**src/rtl/loader_pkg.sv**
```systemverilog
// Shared types for the instruction-memory loader: FSM state encoding,
// default depth and the 16-bit word-count type carried in the image header.
package loader_pkg;

  localparam int DEPTH_DEF = 256;

  typedef logic [15:0] word_count_t;

  typedef enum logic [2:0] {
    ST_IDLE  = 3'd0,
    ST_LEN0  = 3'd1,
    ST_LEN1  = 3'd2,
    ST_DATA  = 3'd3,
    ST_WRITE = 3'd4,
    ST_CHECK = 3'd5,
    ST_DONE  = 3'd6,
    ST_ERR   = 3'd7
  } loader_state_e;

  // A usable image holds at least one word and fits in the memory.
  function automatic logic length_ok(input word_count_t n, input int depth);
    return (n != '0) && (int'(n) <= depth);
  endfunction

endpackage

```
**src/rtl/imem_loader_byte_packer.sv**
```systemverilog
// Shifts accepted bytes LSB-first into a 32-bit word and flags the byte
// that completes the word.
module byte_packer (
  input  logic        clk,
  input  logic        reset,
  input  logic        clear,
  input  logic        shift,
  input  logic [7:0]  byte_in,
  output logic [31:0] word,
  output logic [1:0]  count,
  output logic        word_ready
);

  always_ff @(posedge clk or negedge reset) begin
    if (!reset) begin
      word  <= '0;
      count <= '0;
    end else if (clear) begin
      word  <= '0;
      count <= '0;
    end else if (shift) begin
      // Newest byte enters at the top, so the first byte ends up in [7:0].
      word  <= {byte_in, word[31:8]};
      count <= count + 2'd1;
    end
  end

  assign word_ready = shift && (count == 2'd3);

endmodule

```
**src/rtl/imem_loader.sv**
```systemverilog
// Byte-stream boot loader: reads a little-endian word count, packs the
// following bytes into instruction-memory writes and verifies an XOR checksum.
module imem_loader
  import loader_pkg::*;
#(
  parameter int DEPTH = DEPTH_DEF,
  parameter int AW    = 8
) (
  input  logic          clk,
  input  logic          reset,
  input  logic          start,
  input  logic          rx_valid,
  input  logic [7:0]    rx_data,
  output logic          rx_ready,
  output logic          imem_we,
  output logic [AW-1:0] imem_addr,
  output logic [31:0]   imem_wdata,
  output logic          cpu_hold,
  output logic          busy,
  output logic          done,
  output logic          error,
  output loader_state_e dbg_state
);

  // Handshake: a byte transfers on a rising edge where rx_valid and rx_ready
  // are both high; rx_ready depends only on state, never on rx_valid.
  loader_state_e state, state_next;

  word_count_t   len;
  logic [AW-1:0] word_idx;
  logic [7:0]    checksum;
  logic          accept;
  logic          last_word;
  logic          packer_clear;
  logic          packer_shift;
  logic [31:0]   packed_word;
  logic [1:0]    byte_cnt;
  logic          word_ready;

  assign accept       = rx_valid && rx_ready;
  assign last_word    = (word_idx == AW'(len - 16'd1));
  assign packer_clear = (state == ST_LEN1) && accept;
  assign packer_shift = (state == ST_DATA) && accept;

  byte_packer u_packer (
    .clk        (clk),
    .reset      (reset),
    .clear      (packer_clear),
    .shift      (packer_shift),
    .byte_in    (rx_data),
    .word       (packed_word),
    .count      (byte_cnt),
    .word_ready (word_ready)
  );

  // State register
  always_ff @(posedge clk or negedge reset) begin
    if (!reset) state <= ST_IDLE;
    else        state <= state_next;
  end

  // Next-state logic
  always_comb begin
    state_next = state;
    case (state)
      ST_IDLE, ST_DONE, ST_ERR: if (start) state_next = ST_LEN0;
      ST_LEN0:  if (accept) state_next = ST_LEN1;
      ST_LEN1: begin
        if (accept) begin
          state_next = length_ok({rx_data, len[7:0]}, DEPTH) ? ST_DATA : ST_ERR;
        end
      end
      ST_DATA:  if (word_ready) state_next = ST_WRITE;
      ST_WRITE: state_next = last_word ? ST_CHECK : ST_DATA;
      ST_CHECK: begin
        if (accept) state_next = (rx_data == checksum) ? ST_DONE : ST_ERR;
      end
      default:  state_next = ST_IDLE;
    endcase
  end

  // Moore outputs
  always_comb begin
    rx_ready = 1'b0;
    imem_we  = 1'b0;
    cpu_hold = 1'b1;
    busy     = 1'b0;
    done     = 1'b0;
    error    = 1'b0;
    case (state)
      ST_LEN0, ST_LEN1, ST_DATA, ST_CHECK: begin
        rx_ready = 1'b1;
        busy     = 1'b1;
      end
      ST_WRITE: begin
        imem_we = 1'b1;
        busy    = 1'b1;
      end
      ST_DONE: begin
        cpu_hold = 1'b0;
        done     = 1'b1;
      end
      ST_ERR:  error = 1'b1;
      default: ;
    endcase
  end

  // Session datapath: word count, write index and running checksum
  always_ff @(posedge clk or negedge reset) begin
    if (!reset) begin
      len      <= '0;
      word_idx <= '0;
      checksum <= '0;
    end else begin
      case (state)
        ST_IDLE, ST_DONE, ST_ERR: begin
          if (start) begin
            len      <= '0;
            word_idx <= '0;
            checksum <= '0;
          end
        end
        ST_LEN0: if (accept) len[7:0] <= rx_data;
        ST_LEN1: begin
          if (accept) begin
            len[15:8] <= rx_data;
            word_idx  <= '0;
            checksum  <= '0;
          end
        end
        ST_DATA:  if (accept) checksum <= checksum ^ rx_data;
        ST_WRITE: if (!last_word) word_idx <= word_idx + 1'b1;
        default: ;
      endcase
    end
  end

  assign imem_addr  = word_idx;
  assign imem_wdata = packed_word;
  assign dbg_state  = state;

endmodule

```
**config.mk**
```make
export PLATFORM = sky130hd
export DESIGN_NAME = imem_loader
export DESIGN_NICKNAME = d
export VERILOG_FILES = /design/src/rtl/loader_pkg.sv /design/src/rtl/imem_loader_byte_packer.sv /design/src/rtl/imem_loader.sv
export SDC_FILE = /design/constraint.sdc
export NUM_CORES = 1
export LEC_CHECK = 0
export ABC_AREA = 1
export BUFFER_PORTS_ARGS = -buffer_cell sky130_fd_sc_hd__buf_2
export CAP_MARGIN = 10
export CORE_UTILIZATION = 35
export DETAILED_ROUTE_END_ITERATION = 10
export PLACE_DENSITY = 0.58
export SLEW_MARGIN = 20
export SYNTH_ARGS = -nofsm -noshare
export SYNTH_HDL_FRONTEND = slang
export SYNTH_HIERARCHICAL = 1
export SYNTH_SLANG_ARGS = --single-unit
```
**constraint.sdc**
```tcl
create_clock -name clk -period 4 [get_ports clk]
set_input_delay 0.6 -clock clk [delete_from_list [all_inputs] [get_ports clk]]
set_output_delay 0.6 -clock clk [all_outputs]
set_load 0.01 [all_outputs]
```
# --- Word-level counts from Yosys, hierarchy flattened ---
# Index checks and enable logic that the tools add are counted.
totals:
  register_bits: 61
  wordCells: 74
  out_inout_bits: 49
classes:
  n_reduce_logical: 18
  bitwise_logic: 1
  n_mux: 28
  addsub: 3
  eq_ne: 17
  magnitude_cmp: 1
op_table:
  columns: ["cell", "n"]
  rows:
  - ["32-bit two-way mux", 2]
  - ["8-bit one-hot mux with 3 select lines", 2]
  - ["8-bit two-way mux", 5]
  - ["3-bit two-way mux", 7]
  - ["3-bit one-hot mux with 6 select lines", 1]
  - ["8-bit == test", 2]
  - ["16-bit by 9-bit <= comparator with 1-bit output, second input constant", 1]
  - ["16-bit two-way mux", 1]
  - ["8-bit one-hot mux with 2 select lines", 1]
  - ["16-bit nonzero test", 1]
  - ["3-bit == test, second input constant", 4]
  - ["2-bit != test, second input constant", 6]
  - ["8-bit by 1-bit adder with 8-bit output, second input constant", 1]
  - ["4-bit AND reduction", 2]
  - ["8-bit by 1-bit subtractor with 8-bit output, second input constant", 1]
  - ["8-bit bitwise XOR", 1]
  - ["1-bit two-way mux", 7]
  - ["3-bit by 2-bit == test with 1-bit output, second input constant", 2]
  - ["3-bit nonzero test", 2]
  - ["1-bit logical AND", 5]
  - ["5-bit AND reduction", 1]
  - ["5-bit OR reduction", 1]
  - ["2-bit two-way mux", 2]
  - ["2-bit nonzero test", 2]
  - ["8 further kinds", 8]

# --- Longest topological paths before layout ---
depth:
  ltp_word: 8
  ltp_mapped: 15

# --- Modules after synthesis ---
# The synthesis kept the hierarchy.
by_module_without_submodules:
  columns: ["mod", "instances", "area_per_inst_um2", "cells_per_inst", "seq_area_each_um2"]
  rows:
  - ["imem_loader", 1, 1954.4, 266, 675.6]
  - ["byte_packer", 1, 1488.9, 152, 850.8]

# --- Least setup slack after synthesis ---
# No wires, ideal clock.
synth_timing:
  path_type: "reg-to-reg"
  start: "reg state[2], in the netlist dbg_state[2]"
  end: "reg state[2], in the netlist dbg_state[2]"
  path_slack_ns: 2.042
  t_arrival_ns: 1.842
  path_stages_with_launch: 15
  t_required_ns: 3.883
  path_buffers: 2
  cell_sequence: "dfrtp_1 > inv_1 > nand2_2 > inv_2 > nand2_2 > nor2_1 > buf_6 > buf_4 > nand2_1 > inv_1 > nor2_1 > nor3_4 > inv_1 > nand2_1 > nand2_1"
synth_between:
  elab_chain_cells: 8
synth_rtl:
  columns: ["item", "line", "rtl"]
  rows:
  - ["start: declaration", "imem_loader.sv:27", "loader_state_e state, state_next;"]
  - ["start signal: assignment", "imem_loader.sv:59", "else state <= state_next;"]
  - ["3-bit by 2-bit == test with 1-bit output, or another cell as far along", "imem_loader.sv:90", "case (state)"]
  - ["4-bit OR reduction", "imem_loader.sv:90", null]
  - ["1-bit two-way mux", "imem_loader.sv:90", null]
  - ["1-bit logical AND", "imem_loader.sv:40", "assign accept = rx_valid && rx_ready;"]
  - ["1-bit logical AND *", "imem_loader.sv:43", "assign packer_shift = (state == ST_DATA) && accept;"]
  - ["named net packer_shift", "imem_loader.sv:35", "logic packer_shift;"]
  - ["1-bit logical AND *", "imem_loader_byte_packer.sv:28", "assign word_ready = shift && (count == 2'd3);"]
  - ["named net word_ready", "imem_loader.sv:38", "logic word_ready;"]
  - ["2-bit by 1-bit != test with 1-bit output (no source line) *", null, null]
  - ["5-bit AND reduction (no source line) *", null, null]
# Mark *: on every way through the listed nets, which the timed path passes. The rest lies on a longest branch.
# A chain may end at the register's enable or synchronous reset.

# --- Worst setup path in the final report ---
# Same ends and word-level chain as after synthesis.

==> key figures <==
Global route
  – Vias in the first global route: 2675
  – Largest net degree at the start of global routing: 44
  – Initial antenna violation count: 0
  – First-pass GRT wire length: 12.92 mm
  – GR Overflow Total: 0
  – Total track usage: 0.1616

Worst setup path
  – Critical path cell sequence: inv_1 -> nand2_2 -> inv_2 -> nand2_2 -> nor2_4 -> buf_4 -> nand2_1 -> inv_1 -> nor2_1 -> nor3_4 -> inv_1 -> nand2_1 -> nand2_1
  – CP peak stage delay: 0.45 ns
  – R2r worst-path depth: 13
  – CP Depth: 13
  – Crit-path max FO: 36
  – Arrival time worst endpoint: 2.52 ns
  – Critical Path Source Type: flip-flop
  – WS Path Type: reg -> reg
  – Worst path bufs/invs: 5
  – Worst endpoint required time: 4.23 ns
  – Slowest cell on the critical path: dfrtp_1
  – Delay-heaviest family, CP: simple AND/OR/NAND/NOR gates
  – Crit end category: flip-flop

Finish
  – Syn-to-layout area delta: 15.88%
  – Final instance area: 0.003990 mm²
  – Final Non-Filler Cells: 611
  – Diode count: 0
  – Final Core Density: 0.4258
  – Layout net count: 492
  – Share of cells above drive strength 1: 0.2407

Die
  – Initial core utilization: 0.3674
  – Io pins: 61
  – Die height: 101.2 µm
  – Core ar.: 0.009371 mm²
  – Num rows: 35
  – Die W: 101.2 µm
  – Die area: 0.01024 mm²

Clock tree
  – CTS buffer count: 9
  – Longest Clk Path Bufs: 2
  – H-tree depth: 3
  – CTS tree: yes
  – Post-cts repair resize count: 0
  – Post-cts hold buffer count: 0
  – Clk sink count: 61
  – Clk slew on worst S/H paths: 0.07 ns
  – Post-CTS setup buffer count: 0
  – Worst-skew pair later-pin latency: 0.34 ns
  – CTS root buf: clkbuf_8

Route
  – Remaining DRCs: 0
  – Starting DRC count in detailed routing: 115
  – DR vias/cell: 4.705
  – Vias: 2875
  – WL per Instance: 12.61 µm
  – Pre-antenna DRT Iters: 4
  – Routed Wire Length: 7.704 mm
  – Post-route ant nets: 0

Power and ir drop
  – Sw frac: 0.4654
  – Switch Pwr: 1.437 mW
  – Cell-internal power: 1.651 mW
  – Worst VDD drop: 384.8 µV
  – Cell leakage power: 2.166 nW
  – PwrDens: 773.9 mW/mm²
  – Sequential fraction of design power: 0.334
  – Logic pwr share: 0.486
  – Power, Total: 3.088 mW
  – Clock power share: 0.180

Synthesis
  – Post-Syn Area: 0.003443 mm²
  – #FFs+latches synth: 61
  – Ys flop type: dfrtp_1
  – Sequential share of the synthesized area: 0.4433
  – Area leader, netlist: dfrtp_1
  – Share of the synthesized area in the top cell type: 0.4433
  – Synth Instances: 418
  – Syn_nets: 433
  – Yosys warns: 6
  – Number of flops mapped to enable cells by yosys: 0
  – Unique masters post-synth: 37
  – Share of flip-flops with an asynchronous set or reset: 1.000
  – Dominant cells by area after synthesis: dfrtp_1 (44%), nand2_1 (15%), nand3_1 (7.0%)
  – Mean Syn Cell Area: 8.238 µm²

Placement
  – RD Place Congestion: 0.8645
  – Placed Area: 0.003790 mm²
  – Placed Cells: 595
  – # port buffers: 60
  – Detail Placement HPWL: 5.365 mm

Min path
  – Hold Path Class: in -> async

STA
  – Tightest Pin Transition: 0.5679 ns
  – Final Hold Fails: 0
  – Relative slew margins: 0.6214
  – Setup TNS: 0 ns
  – Clock Skews: 0.01495 ns
  – Post-layout min period: 2.299 ns
  – Max Fclk: 0.4350 GHz
  – Final Slew Violations: 0
  – RSZ-0062 raised after global routing: false
  – Setup-failing EPs final: 0
  – Period utilization: 0.5747

Flow run
  – Max-Cap Viols: 0

Status
  – Status: finished clean
-- layer usage --
layer / routed length [µm] / part of all wire / vias up / track usage
li1: - / - / 1461 / -
met1: 3805 / 0.49 / 1335 / 0.2298
met2: 3436 / 0.45 / 75 / 0.2439
met3: 418 / 0.054 / 4 / 0.03313
met4: 44 / 0.0057 / 0 / 0.05686
met5: 0 / 0 / - / 0
-- per-stage QoR --
| step | hold WS (ns) | setup WS [ns] |
|---|---|---|
| 2_1_floorplan | 0.3044 | 2.042 |
| 3_3_place_gp | 0.4488 | 1.792 |
| 3_5_place_dp | 0.4535 | 1.695 |
| 4_1_cts | 0.4613 | 1.671 |
| 5_1_grt | 0.2977 | 1.479 |
| 6_report | 0.2610 | 1.701 |
-- path summary, 6_finish.rpt --
kind                                         startpoint                       endpoint  slack [ns]
max in group asynchronous                         reset  u_packer/word[14]$_DFFE_PN0P_        3.08
hold reg to reg            u_packer/word[1]$_DFFE_PN0P_   u_packer/word[1]$_DFFE_PN0P_        0.47
setup reg to reg               dbg_state[2]$_DFFE_PN0P_       dbg_state[2]$_DFFE_PN0P_        1.70
min in group clk           u_packer/word[1]$_DFFE_PN0P_   u_packer/word[1]$_DFFE_PN0P_        0.47
setup / recovery               dbg_state[2]$_DFFE_PN0P_       dbg_state[2]$_DFFE_PN0P_        1.70
hold / removal                                    reset   u_packer/word[0]$_DFFE_PN0P_        0.26
-- layout by cell type (no fill, tap or decap), drive strengths merged --
master    netlist  routed
nand2         147     147
buf            14      62
nand3          62      62
dfrtp          61      61
inv            43      44
nor2           32      32
o21ai          13      13
xor2           12      12
clkbuf          0       9
o31ai           8       8
nand4           7       7
nor3            4       4
clkinv          0       4
xnor2           3       3
ha              3       3
a21oi           2       2
a31oi           2       2
o22ai           1       1
nand3b          1       1
o2111ai         1       1
nor4            1       1
nor3b           1       1
bufinv          0       1
clkinvlp        0       1
-- cells in the mapped netlist (3+ instances only) --
cell,count
buf_6,10
dfrtp_1,61
ha_1,3
inv_1,40
nand2_1,142
nand2_2,3
nand3_1,48
nand3_2,13
nand4_1,7
nor2_1,25
nor2_2,4
nor3_1,3
o21ai_0,10
o31ai_1,6
xnor2_1,3
xor2_1,12
-- power by group through the flow --
stage                     Sequential (mW)  Combinational (mW)  Clock (mW)
after detailed placement             1.04                1.51           0
after global routing                 1.07                1.71       0.603
final                                1.03                1.50       0.556
after floorplan                      1.08                1.11           0
after CTS                            1.03                1.52       0.574
after global placement               1.04                1.48           0
-- area by class of cell --
class	count	area, µm²
multi-input cells	300	1623
repair buffers	62	317.8
flip-flops and latches	61	1526
clock inverters	7	73.82
clock buffers	9	123.9
fillers	1018	5381
well taps	129	161.4
inverters	43	163.9
-- kinds of logic after synthesis --
group           after synthesis  share of synthesized area
simple gates                255                     0.3543
buf+inv                      57                    0.08757
xor+xnor                     15                    0.03816
compound gates               27                    0.06577
flops                        61                     0.4433
fa+ha+maj                     3                    0.01090
-- flip-flops by register name, summed over array words and instances, names as in the netlist --
register        cells
u_packer/word      32
checksum            8
imem_addr           8
len                 8
dbg_state           3
u_packer/count      2
Note: power is estimated with default switching activity, not from simulation.
